===== config.mk =====
export PLATFORM = sky130hd
export DESIGN_NAME = satd_diff_stream
export DESIGN_NICKNAME = d
export VERILOG_FILES = /design/src/rtl/satd_diff_stream_pkg.sv /design/src/rtl/satd_row_diff.sv /design/src/rtl/satd_diff_stream.sv
export SDC_FILE = /design/constraint.sdc
export NUM_CORES = 1
export LEC_CHECK = 0
export CAP_MARGIN = 20
export CORE_AREA = 4 4 437 439
export CTS_CLUSTER_DIAMETER = 80
export CTS_CLUSTER_SIZE = 40
export DETAILED_ROUTE_END_ITERATION = 10
export DIE_AREA = 0 0 441 443
export SYNTH_ARGS = -nofsm -noshare
export SYNTH_HDL_FRONTEND = slang
export SYNTH_HIERARCHICAL = 1
export SYNTH_SLANG_ARGS = --single-unit

===== constraint.sdc =====
create_clock -name clk -period 79.1 [get_ports clk]
set_input_delay 19.775 -clock clk [delete_from_list [all_inputs] [get_ports clk]]
set_output_delay 19.775 -clock clk [all_outputs]
set_load 0.1 [all_outputs]

===== src/rtl/satd_diff_stream_pkg.sv =====
`default_nettype none
// ============================================================================
//  Module   : satd_pkg
//  Purpose  : Shared types and width helpers for the SATD difference front-end
//  Revision : 1.0  initial release
// ============================================================================
package satd_pkg;

    // A difference of two unsigned samples needs one extra bit for the sign.
    function automatic int diff_w(input int bit_depth);
        return bit_depth + 1;
    endfunction

    // Sum of |diff| over a MAX_N x MAX_N block: magnitude bits plus log2(area).
    function automatic int sad_w(input int bit_depth, input int max_n);
        return bit_depth + 2 * $clog2(max_n);
    endfunction

    typedef enum logic {
        BLK_4X4 = 1'b0,
        BLK_8X8 = 1'b1
    } blk_size_e;

    typedef enum logic {
        IDLE = 1'b0,
        RUN  = 1'b1
    } state_e;

endpackage
`default_nettype wire


===== src/rtl/satd_row_diff.sv =====
`default_nettype none
// ============================================================================
//  Module   : satd_row_diff
//  Purpose  : MAX_N-lane combinational subtractor producing one signed row of
//             (org - cur); masked-off lanes are forced to zero.
//  Revision : 1.0  initial release
// ============================================================================
module satd_row_diff
    import satd_pkg::*;
#(
    parameter  int MAX_N     = 8,
    parameter  int BIT_DEPTH = 8,
    localparam int DIFF_W    = diff_w(BIT_DEPTH)
) (
    input  logic [MAX_N*BIT_DEPTH-1:0] org_row_i,
    input  logic [MAX_N*BIT_DEPTH-1:0] cur_row_i,
    input  logic [MAX_N-1:0]           lane_mask_i,
    output logic [MAX_N*DIFF_W-1:0]    diff_row_o
);

    for (genvar c = 0; c < MAX_N; c++) begin : g_lane
        logic [DIFF_W-1:0] w_diff;

        // Zero-extend both samples so the DIFF_W-bit result is exact two's complement.
        assign w_diff = {1'b0, org_row_i[c*BIT_DEPTH +: BIT_DEPTH]}
                      - {1'b0, cur_row_i[c*BIT_DEPTH +: BIT_DEPTH]};
        assign diff_row_o[c*DIFF_W +: DIFF_W] = lane_mask_i[c] ? w_diff : '0;
    end

endmodule
`default_nettype wire


===== src/rtl/satd_diff_stream.sv =====
`default_nettype none
// ============================================================================
//  Module   : satd_diff_stream
//  Purpose  : Accepts one ORG/CUR block and streams one row of signed
//             differences per cycle under output backpressure (4x4 or 8x8).
//  Options  : SATD_DIFF_SAD_EN - adds a per-block sum of |diff| with a
//             one-cycle valid strobe; when undefined sad/sad_valid are 0.
//  Revision : 1.0  initial release
// ============================================================================
module satd_diff_stream
    import satd_pkg::*;
#(
    parameter  int MAX_N     = 8,
    parameter  int BIT_DEPTH = 8,
    localparam int DIFF_W    = diff_w(BIT_DEPTH),
    localparam int SAD_W     = sad_w(BIT_DEPTH, MAX_N),
    localparam int IDX_W     = $clog2(MAX_N)
) (
    input  logic                             clk,
    input  logic                             rst,
    input  logic                             in_valid,
    output logic                             in_ready,
    input  logic                             blk_size,
    input  logic [MAX_N*MAX_N*BIT_DEPTH-1:0] org_blk,
    input  logic [MAX_N*MAX_N*BIT_DEPTH-1:0] cur_blk,
    output logic                             out_valid,
    input  logic                             out_ready,
    output logic [MAX_N*DIFF_W-1:0]          out_row,
    output logic [IDX_W-1:0]                 out_row_idx,
    output logic                             out_last,
    output logic                             busy,
    output logic [SAD_W-1:0]                 sad,
    output logic                             sad_valid
);

    localparam int BLK_BITS = MAX_N * MAX_N * BIT_DEPTH;
    localparam int ROW_BITS = MAX_N * BIT_DEPTH;
    localparam int ROW_W    = MAX_N * DIFF_W;
    // Pointer needs one extra bit so it can reach n (= "all rows issued").
    localparam int PTR_W    = IDX_W + 1;

    localparam logic [PTR_W-1:0] N_SMALL = PTR_W'(4);
    localparam logic [PTR_W-1:0] N_LARGE = (MAX_N >= 8) ? PTR_W'(8) : PTR_W'(4);

    state_e              state_q, state_d;
    logic [BLK_BITS-1:0] org_q, cur_q;
    blk_size_e           blk_q;
    logic [PTR_W-1:0]    ptr_q, n_q;
    logic [ROW_W-1:0]    row_q;
    logic [IDX_W-1:0]    idx_q;
    logic                last_q, valid_q;

    logic                w_accept, w_hs, w_last_hs, w_load;
    logic [IDX_W-1:0]    w_row_sel;
    logic [ROW_BITS-1:0] w_org_row, w_cur_row;
    logic [MAX_N-1:0]    w_lane_mask;
    logic [ROW_W-1:0]    w_diff_row;

    assign w_accept  = (state_q == IDLE) && in_valid;
    assign w_hs      = valid_q && out_ready;
    assign w_last_hs = w_hs && last_q;
    // Refill the output register when it is empty or being drained this cycle.
    assign w_load    = (state_q == RUN) && (!valid_q || out_ready) && (ptr_q < n_q);

    // Rows are contiguous in the packed block, so a row is one part-select.
    assign w_row_sel = ptr_q[IDX_W-1:0];
    assign w_org_row = org_q[int'(w_row_sel) * ROW_BITS +: ROW_BITS];
    assign w_cur_row = cur_q[int'(w_row_sel) * ROW_BITS +: ROW_BITS];

    // Lanes 0..3 always active; lanes 4..7 only for an 8x8 block.
    always_comb begin
        w_lane_mask = '0;
        for (int c = 0; c < MAX_N; c++) begin
            w_lane_mask[c] = (c < 4) || ((blk_q == BLK_8X8) && (c < 8));
        end
    end

    satd_row_diff #(
        .MAX_N     (MAX_N),
        .BIT_DEPTH (BIT_DEPTH)
    ) u_row_diff (
        .org_row_i   (w_org_row),
        .cur_row_i   (w_cur_row),
        .lane_mask_i (w_lane_mask),
        .diff_row_o  (w_diff_row)
    );

    // State register.
    always_ff @(posedge clk) begin
        if (rst) begin
            state_q <= IDLE;
        end else begin
            state_q <= state_d;
        end
    end

    // Next state: IDLE -> RUN on accept, RUN -> IDLE on the last-row handshake.
    always_comb begin
        state_d = state_q;
        case (state_q)
            IDLE:    if (in_valid)  state_d = RUN;
            RUN:     if (w_last_hs) state_d = IDLE;
            default: state_d = IDLE;
        endcase
    end

    // Captured block; never emitted unless a RUN follows, so no reset needed.
    always_ff @(posedge clk) begin
        if (w_accept) begin
            org_q <= org_blk;
            cur_q <= cur_blk;
        end
    end

    // Row sequencer and output register.
    always_ff @(posedge clk) begin
        if (rst) begin
            blk_q   <= BLK_4X4;
            n_q     <= N_SMALL;
            ptr_q   <= '0;
            row_q   <= '0;
            idx_q   <= '0;
            last_q  <= 1'b0;
            valid_q <= 1'b0;
        end else begin
            if (w_accept) begin
                blk_q <= blk_size_e'(blk_size);
                n_q   <= (blk_size == BLK_8X8) ? N_LARGE : N_SMALL;
                ptr_q <= '0;
            end
            if (w_load) begin
                row_q   <= w_diff_row;
                idx_q   <= w_row_sel;
                last_q  <= (ptr_q == n_q - 1'b1);
                valid_q <= 1'b1;
                ptr_q   <= ptr_q + 1'b1;
            end else if (w_hs) begin
                valid_q <= 1'b0;
                last_q  <= 1'b0;
            end
        end
    end

`ifdef SATD_DIFF_SAD_EN
    logic [SAD_W-1:0]  sad_q;
    logic              sad_valid_q;
    logic [SAD_W-1:0]  w_row_abs;
    logic [DIFF_W-1:0] w_lane, w_mag;

    // Sum of magnitudes of the row currently presented; masked lanes are 0.
    always_comb begin
        w_row_abs = '0;
        w_lane    = '0;
        w_mag     = '0;
        for (int c = 0; c < MAX_N; c++) begin
            w_lane    = row_q[c*DIFF_W +: DIFF_W];
            w_mag     = w_lane[DIFF_W-1] ? (~w_lane + 1'b1) : w_lane;
            w_row_abs = w_row_abs + SAD_W'(w_mag);
        end
    end

    // Accumulate at each row handshake; strobe after the final row.
    always_ff @(posedge clk) begin
        if (rst) begin
            sad_q       <= '0;
            sad_valid_q <= 1'b0;
        end else begin
            sad_valid_q <= w_last_hs;
            if (w_accept) begin
                sad_q <= '0;
            end else if (w_hs) begin
                sad_q <= sad_q + w_row_abs;
            end
        end
    end

    assign sad       = sad_q;
    assign sad_valid = sad_valid_q;
`else
    assign sad       = '0;
    assign sad_valid = 1'b0;
`endif

    assign in_ready    = (state_q == IDLE);
    assign busy        = (state_q == RUN);
    assign out_valid   = valid_q;
    assign out_row     = row_q;
    assign out_row_idx = idx_q;
    assign out_last    = last_q;

endmodule
`default_nettype wire

==> flow_metrics.py, run 1 <==
metrics = {
    "outcome": {
        "status": "finished clean",
    },
    "timing": {
        "report.final.slew_viol_count": 0,
        "relSlewSlack": 0.204,
        "tightest_slew_ns": 1.19,
        "period_minus_slack_ns": 22.87,
        "fin_tns_setup_ns": 0,
        "setup_viol": 0,
        "hold_violations": 0,
        "rsz0062_at_grt": "false",
        "fin_crit_sh": 0.289,
        "fin_skew_ns": 0.0580,
        "fin_ws_ns": 56.23,
        "fmax_ghz": 0.0437,
    },
    "clocking": {
        "cts_resized": 0,
        "root_buffer": "clkbuf_16",
        "clock_latency_ns": 0.73,
        "postCtsHoldBufs": 0,
        "clk_pin_slew_ns": 0.09,
        "clkSinkCount": 1108,
        "post_cts_buffers": 0,
        "cts_buffers": 75,
        "clock_path_buffers": 3,
        "htreeDepth": 3,
        "cts_tree": "built",
    },
    "route": {
        "wl_per_cell_um": 26.8,
        "drc_errors": 0,
        "antenna_left": 0,
        "vias": 28764,
        "wl_mm": 170,
        "first_iter_violations": 2633,
        "via_per_inst": 4.53,
        "first_pass_iters": 5,
    },
    "die": {
        "start_util": 0.244,
        "die_h_um": 443,
        "rows": 159,
        "num_io_pins": 1123,
        "dieArea_mm2": 0.195,
        "die_w_um": 441,
        "coreArea_mm2": 0.187,
    },
    "global_route": {
        "grt_usage": 0.167,
        "met1_usage": 0.203,
        "met3_usage": 0.0401,
        "grt_pass1_vias": 29640,
        "gr-total-overflow": 0,
        "grt_max_degree": 210,
        "met2_usage": 0.293,
        "antenna_found_initial": 57,
        "grt_pass1_wl_mm": 229,
        "grt.busiest_layer": "met2",
    },
    "synth": {
        "ys_top_cells_by_area": "edfxtp_1 (67%), mux4_2 (13%), dfxtp_1 (3.7%)",
        "yosysTopAreaCellShare": 0.674,
        "synth_area_leader_cell": "edfxtp_1",
        "avgSynthCellArea_um2": 17.1,
        "ys.warnings.count": 6,
        "synth-edff-count": 1024,
        "ys.flop_type": "edfxtp_1",
        "ys_seq_area_frac": 0.711,
        "netlist_instances": 2671,
        "ys_ff_latch": 1108,
        "synth-async-reset-ratio": 0,
        "netlist_area_mm2": 0.0456,
        "ys_types": 54,
    },
    "finish": {
        "drive_gt1_frac": 0.122,
        "fin_area_mm2": 0.0624,
        "fin_nets": 4870,
        "area_delta_synth_final_pct": 36.8,
    },
    "placement": {
        "dp_hpwl_mm": 129,
        "placedInstanceArea_mm2": 0.0594,
        "port_buffers": 1107,
        "gp_congestion": 0.852,
        "dp_slack_ns": 55.53,
    },
    "critical_path": {
        "crit_type": "in -> reg",
        "r2r_end": "out_row[33]$_SDFFE_PP0P_",
        "required_ns": 79.44,
        "worstSetupEndpointType": "flip-flop",
        "path_max_fanout": 132,
        "reg2reg_from": "ptr_q[0]$_SDFFE_PP0P_",
        "worst_setup_path_start_kind": "input port",
        "ff2ff_path_depth": 14,
        "critical_path_arrival_ns": 23.20,
        "ff2ff_setup_slack_ns": 73.10,
    },
    "job": {
        "maxCapViolCount": 0,
    },
    "power_and_ir_drop": {
        "p_per_area_mw_per_mm2": 21.8,
        "p_leak_nw": 21.2,
        "peakVddDrop_uv": 18.1,
    },
    "hold_path": {
        "hold_depth": 2,
        "hold-path-endpoint": "out_row[63]$_SDFFE_PP0P_",
        "worstHoldStart": "out_row[63]$_SDFFE_PP0P_",
        "hold_class": "reg -> reg",
    },
}
## flip-flops by register name, indices dropped and copies added (netlist names)
name,flops
n_q,2
out_row,72
ptr_q,4
out_valid,1
org_q,512
out_last,1
busy,1
cur_q,512
out_row_idx,3
## how the worst max path moves through the flow
| stage | startpoint | end |
|---|---|---|
| floorplan | in_valid | cur_q[0]$_DFFE_PP_ |
| global placement | in_valid | cur_q[154]$_DFFE_PP_ |
| detailed placement | in_valid | cur_q[154]$_DFFE_PP_ |
| CTS | in_valid | cur_q[155]$_DFFE_PP_ |
| global route | in_valid | cur_q[91]$_DFFE_PP_ |
| finish | in_valid | cur_q[219]$_DFFE_PP_ |
## layout by cell type (no fill, tap or decap), types with 8 or more instances in the layout
master           Yosys  layout
clkdlybuf4s50_1      0    1090
edfxtp_1          1024    1024
nand2_1            409     409
mux4_2             256     256
inv_1               98      96
a21oi_1             91      91
nand4_1             80      80
dfxtp_1             84      80
o31ai_1             78      78
ha_1                75      75
clkbuf_16            0      75
nor2_1              54      54
buf_4               17      50
nor3_1              37      37
conb_1               2      35
diode_2              0      28
o21a_1              21      21
o21ai_0             15      15
nor2b_1             16      13
inv_16               0      13
a21o_1              13      13
mux2i_1             11      11
nand2b_1            13      10
xnor2_1             10      10
inv_12               0      10
inv_6                0       9
clkinv_16            0       9
a211oi_1             9       9
inv_8                0       8
nand3b_1             8       8
and2_1               8       8
fa_1                 8       8
## layout make-up
class | instances | area, um^2
inverters | 98 | 380
multi-input cells | 1329 | 12100
repair buffers | 1146 | 11400
well taps | 2495 | 3120
diodes | 28 | 70.1
fillers | 18081 | 125000
clock buffers | 76 | 1880
clock inverters | 64 | 1040
flip-flops and latches | 1108 | 32400
## cell usage after synthesis (all sizes together), types with 6 or more instances
library cell,count
ha,75
a31oi,6
nor2,54
a21oi,92
nand3,7
nor3,37
o31a,7
dfxtp,84
nand2,409
o211a,6
mux4,256
fa,8
o31ai,78
nand3b,8
xor2,7
inv,98
or3,6
a211oi,9
buf,97
nand4,80
o311ai,7
o21ai,15
xnor2,10
nand2b,13
edfxtp,1024
clkbuf,72
o21a,21
nor2b,16
a21o,14
mux2i,11
and2,8
## power breakdown
part           leakage [nW]  internal (mW)  switching [mW]
clock network          1.39          0.204           0.255
logic                  9.32         0.0971           0.109
registers              10.5          0.682          0.0142
total                  21.2          0.984           0.379
## kinds of logic (layout without fill, tap and decap cells)
kind of cell / Yosys count / after routing / synth area share
flops: 1108 / 1108 / 0.711
simple gates: 656 / 656 / 0.0640
compound gates: 269 / 269 / 0.0397
mux: 269 / 269 / 0.129
buf+inv: 267 / 1384 / 0.0285
fa+ha+maj: 83 / 83 / 0.0241
xor+xnor: 17 / 17 / 0.00326
other cells: 2 / 63 / 0.000165
## per-stage QoR
step | power (mW) | utilization | hold WS, ns | cells
after detailed placement | 0.918 | 0.317 | 0.462 | 6176
after CTS | 1.38 | 0.333 | 0.473 | 6316
after global routing | 1.42 | 0.333 | 0.487 | 6337
after global placement | 0.914 | 0.317 | 0.455 | 6175
after floorplan | 0.847 | - | 0.484 | 2704
final | 1.36 | 0.333 | 0.475 | 6344
## critical path, stage by stage
cell and delay, ns:
clkdlybuf4s50_1 0.46, nand2b_1 0.23, inv_8 0.73, buf_4 0.82, buf_4 0.90
## metal layers
| layer | wire length (um) | part of all wire | up-vias |
|---|---|---|---|
| met3 | 12600 | 0.074 | 192 |
| met4 | 4610 | 0.027 | 8 |
| met5 | 50 | 0.00029 | - |
| met2 | 87600 | 0.51 | 1143 |
| li1 | - | - | 12589 |
| met1 | 65300 | 0.38 | 14832 |
Power figures use the tool's default switching activity.
==> run 2, diff against run 1 <==
Clock period 79.1 ns to 21.4 ns, I/O delays scaled along.
==> run 2 against run 1 <==
Critical path depth increased by 1. Sequential power increased to 3.7 times the previous value. Utilization decreased by 0.11 points. Non-clock buffer count decreased by 3. Highest routed layer unchanged.
==> flow_metrics.py, run 2 (synthesis results as in run 1) <==
metrics = {
    "outcome": {
        "status": "finished clean",
    },
    "finish": {
        "mostFrequentLayoutCells": "clkdlybuf4s50_1 (1,088), edfxtp_1 (1,024), nand2_1 (409)",
        "final_util": 0.332,
        "fin_nets": 4866,
        "area_delta_synth_final_pct": 36.3,
        "final_common_cell": "clkdlybuf4s50_1",
        "drive_gt1_frac": 0.121,
    },
    "route": {
        "via_per_inst": 4.50,
        "first_iter_violations": 2445,
        "wl_per_cell_um": 25.9,
        "vias": 28551,
        "antenna_left": 0,
        "drc_errors": 0,
        "first_pass_iters": 5,
        "wl_mm": 164,
    },
    "power_and_ir_drop": {
        "sw_frac_of_total": 0.267,
        "seq_power_share": 0.519,
        "p_int_mw": 3.63,
        "peakVddDrop_uv": 66.4,
        "p_leak_nw": 21.1,
        "comb_power_share": 0.153,
        "clkPwrFrac": 0.328,
        "p_sw_mw": 1.32,
        "p_per_area_mw_per_mm2": 79.7,
    },
    "clocking": {
        "clk_pin_slew_ns": 0.08,
        "postCtsHoldBufs": 0,
        "post_cts_buffers": 0,
        "root_buffer": "clkbuf_16",
        "cts_tree": "built",
        "cts_resized": 0,
        "clkSinkCount": 1108,
        "cts_buffers": 74,
        "clock_latency_ns": 0.73,
        "htreeDepth": 3,
        "clock_path_buffers": 3,
    },
    "die": {
        "coreArea_mm2": 0.187,
        "rows": 159,
        "num_io_pins": 1123,
        "die_h_um": 443,
        "dieArea_mm2": 0.195,
        "die_w_um": 441,
        "start_util": 0.244,
    },
    "placement": {
        "gp_congestion": 0.866,
        "dp_hpwl_mm": 125,
        "port_buffers": 1107,
    },
    "timing": {
        "tightest_slew_ns": 1.23,
        "rsz0062_at_grt": "false",
        "relSlewSlack": 0.181,
        "fin_crit_sh": 0.405,
        "hold_violations": 0,
        "fin_skew_ns": 0.0560,
        "period_minus_slack_ns": 8.66,
        "report.final.slew_viol_count": 0,
        "fmax_ghz": 0.115,
        "fin_tns_setup_ns": 0,
        "setup_viol": 0,
    },
    "global_route": {
        "grt_max_degree": 208,
        "grt_usage": 0.161,
        "grt_pass1_wl_mm": 221,
        "grt_pass1_vias": 29407,
        "gr-total-overflow": 0,
        "antenna_found_initial": 55,
    },
    "critical_path": {
        "worst_setup_path_start_kind": "input port",
        "crit_type": "in -> reg",
        "critical_path_arrival_ns": 8.97,
        "required_ns": 21.71,
        "path_max_fanout": 191,
        "worstSetupEndpointType": "flip-flop",
    },
    "job": {
        "maxCapViolCount": 0,
    },
    "hold_path": {
        "hold_class": "reg -> reg",
    },
}
run 2: changes by cell type in the layout (fill, tap and decap cells not counted), sizes merged:
cell,before,now
bufinv,1,2
clkdlybuf4s50,1090,1088
buf,56,55
inv,136,125
clkbuf,76,79
clkinvlp,1,6
diode,28,32
run 2: worst paths after layout:
| path | cells after the start | to | startpoint | slack, ns |
|---|---|---|---|---|
| worst min-delay path | 2 | out_row[11]$_SDFFE_PP0P_ | out_row[11]$_SDFFE_PP0P_ | 0.47 |
| worst max register to register | 16 | out_row[33]$_SDFFE_PP0P_ | ptr_q[0]$_SDFFE_PP0P_ | 15.26 |
| worst max-delay path | 6 | cur_q[28]$_DFFE_PP_ | in_valid | 12.74 |
| worst min register to register | 2 | out_row[11]$_SDFFE_PP0P_ | out_row[11]$_SDFFE_PP0P_ | 0.47 |
run 2: layer usage:
layer | track usage | wire [um] | vias to the layer above
met4 | 0.0527 | 4350 | 10
li1 | - | - | 12590
met1 | 0.190 | 62600 | 14670
met2 | 0.278 | 84000 | 1097
met5 | 0 | 71 | -
met3 | 0.0467 | 13400 | 184
run 2: power groups by stage:
stage / sequential [mW] / combinational, mW / clock (mW)
after floorplan: 2.72 / 0.367 / 0
after global placement: 2.61 / 0.757 / 0
after detailed placement: 2.62 / 0.764 / 0
after CTS: 2.57 / 0.768 / 1.68
after global routing: 2.58 / 0.814 / 1.75
final: 2.57 / 0.758 / 1.63
run 2: cell type report:
type                       instances  area (um^2)
fill                           17997       125000
clock buffer                      79         1960
antenna                           32         80.1
clock inverter                    59          786
inverter                          98          377
sequential                      1108        32400
tap                             2495         3120
timing repair buffer            1143        11400
multi-input combinational       1329        12100
run 2: metrics by stage:
step	hold WS, ns	power [mW]	worst slack, ns	std cells	instance area (um^2)
5_1_grt	0.492	5.15	12.54	6337	62200
3_3_place_gp	0.455	3.37	12.05	6172	59400
3_5_place_dp	0.461	3.38	11.96	6173	59400
4_1_cts	0.471	5.02	12.77	6311	62100
6_report	0.473	4.95	12.74	6343	62200
2_1_floorplan	0.484	3.09	0.0810	2704	45700
run 2: worst max-delay path: stages:
cell and delay (ns):
clkdlybuf4s50_1 0.48, nand2b_2 0.15, clkinvlp_4 0.36, buf_4 0.70
buf_12 0.73, buf_12 0.67
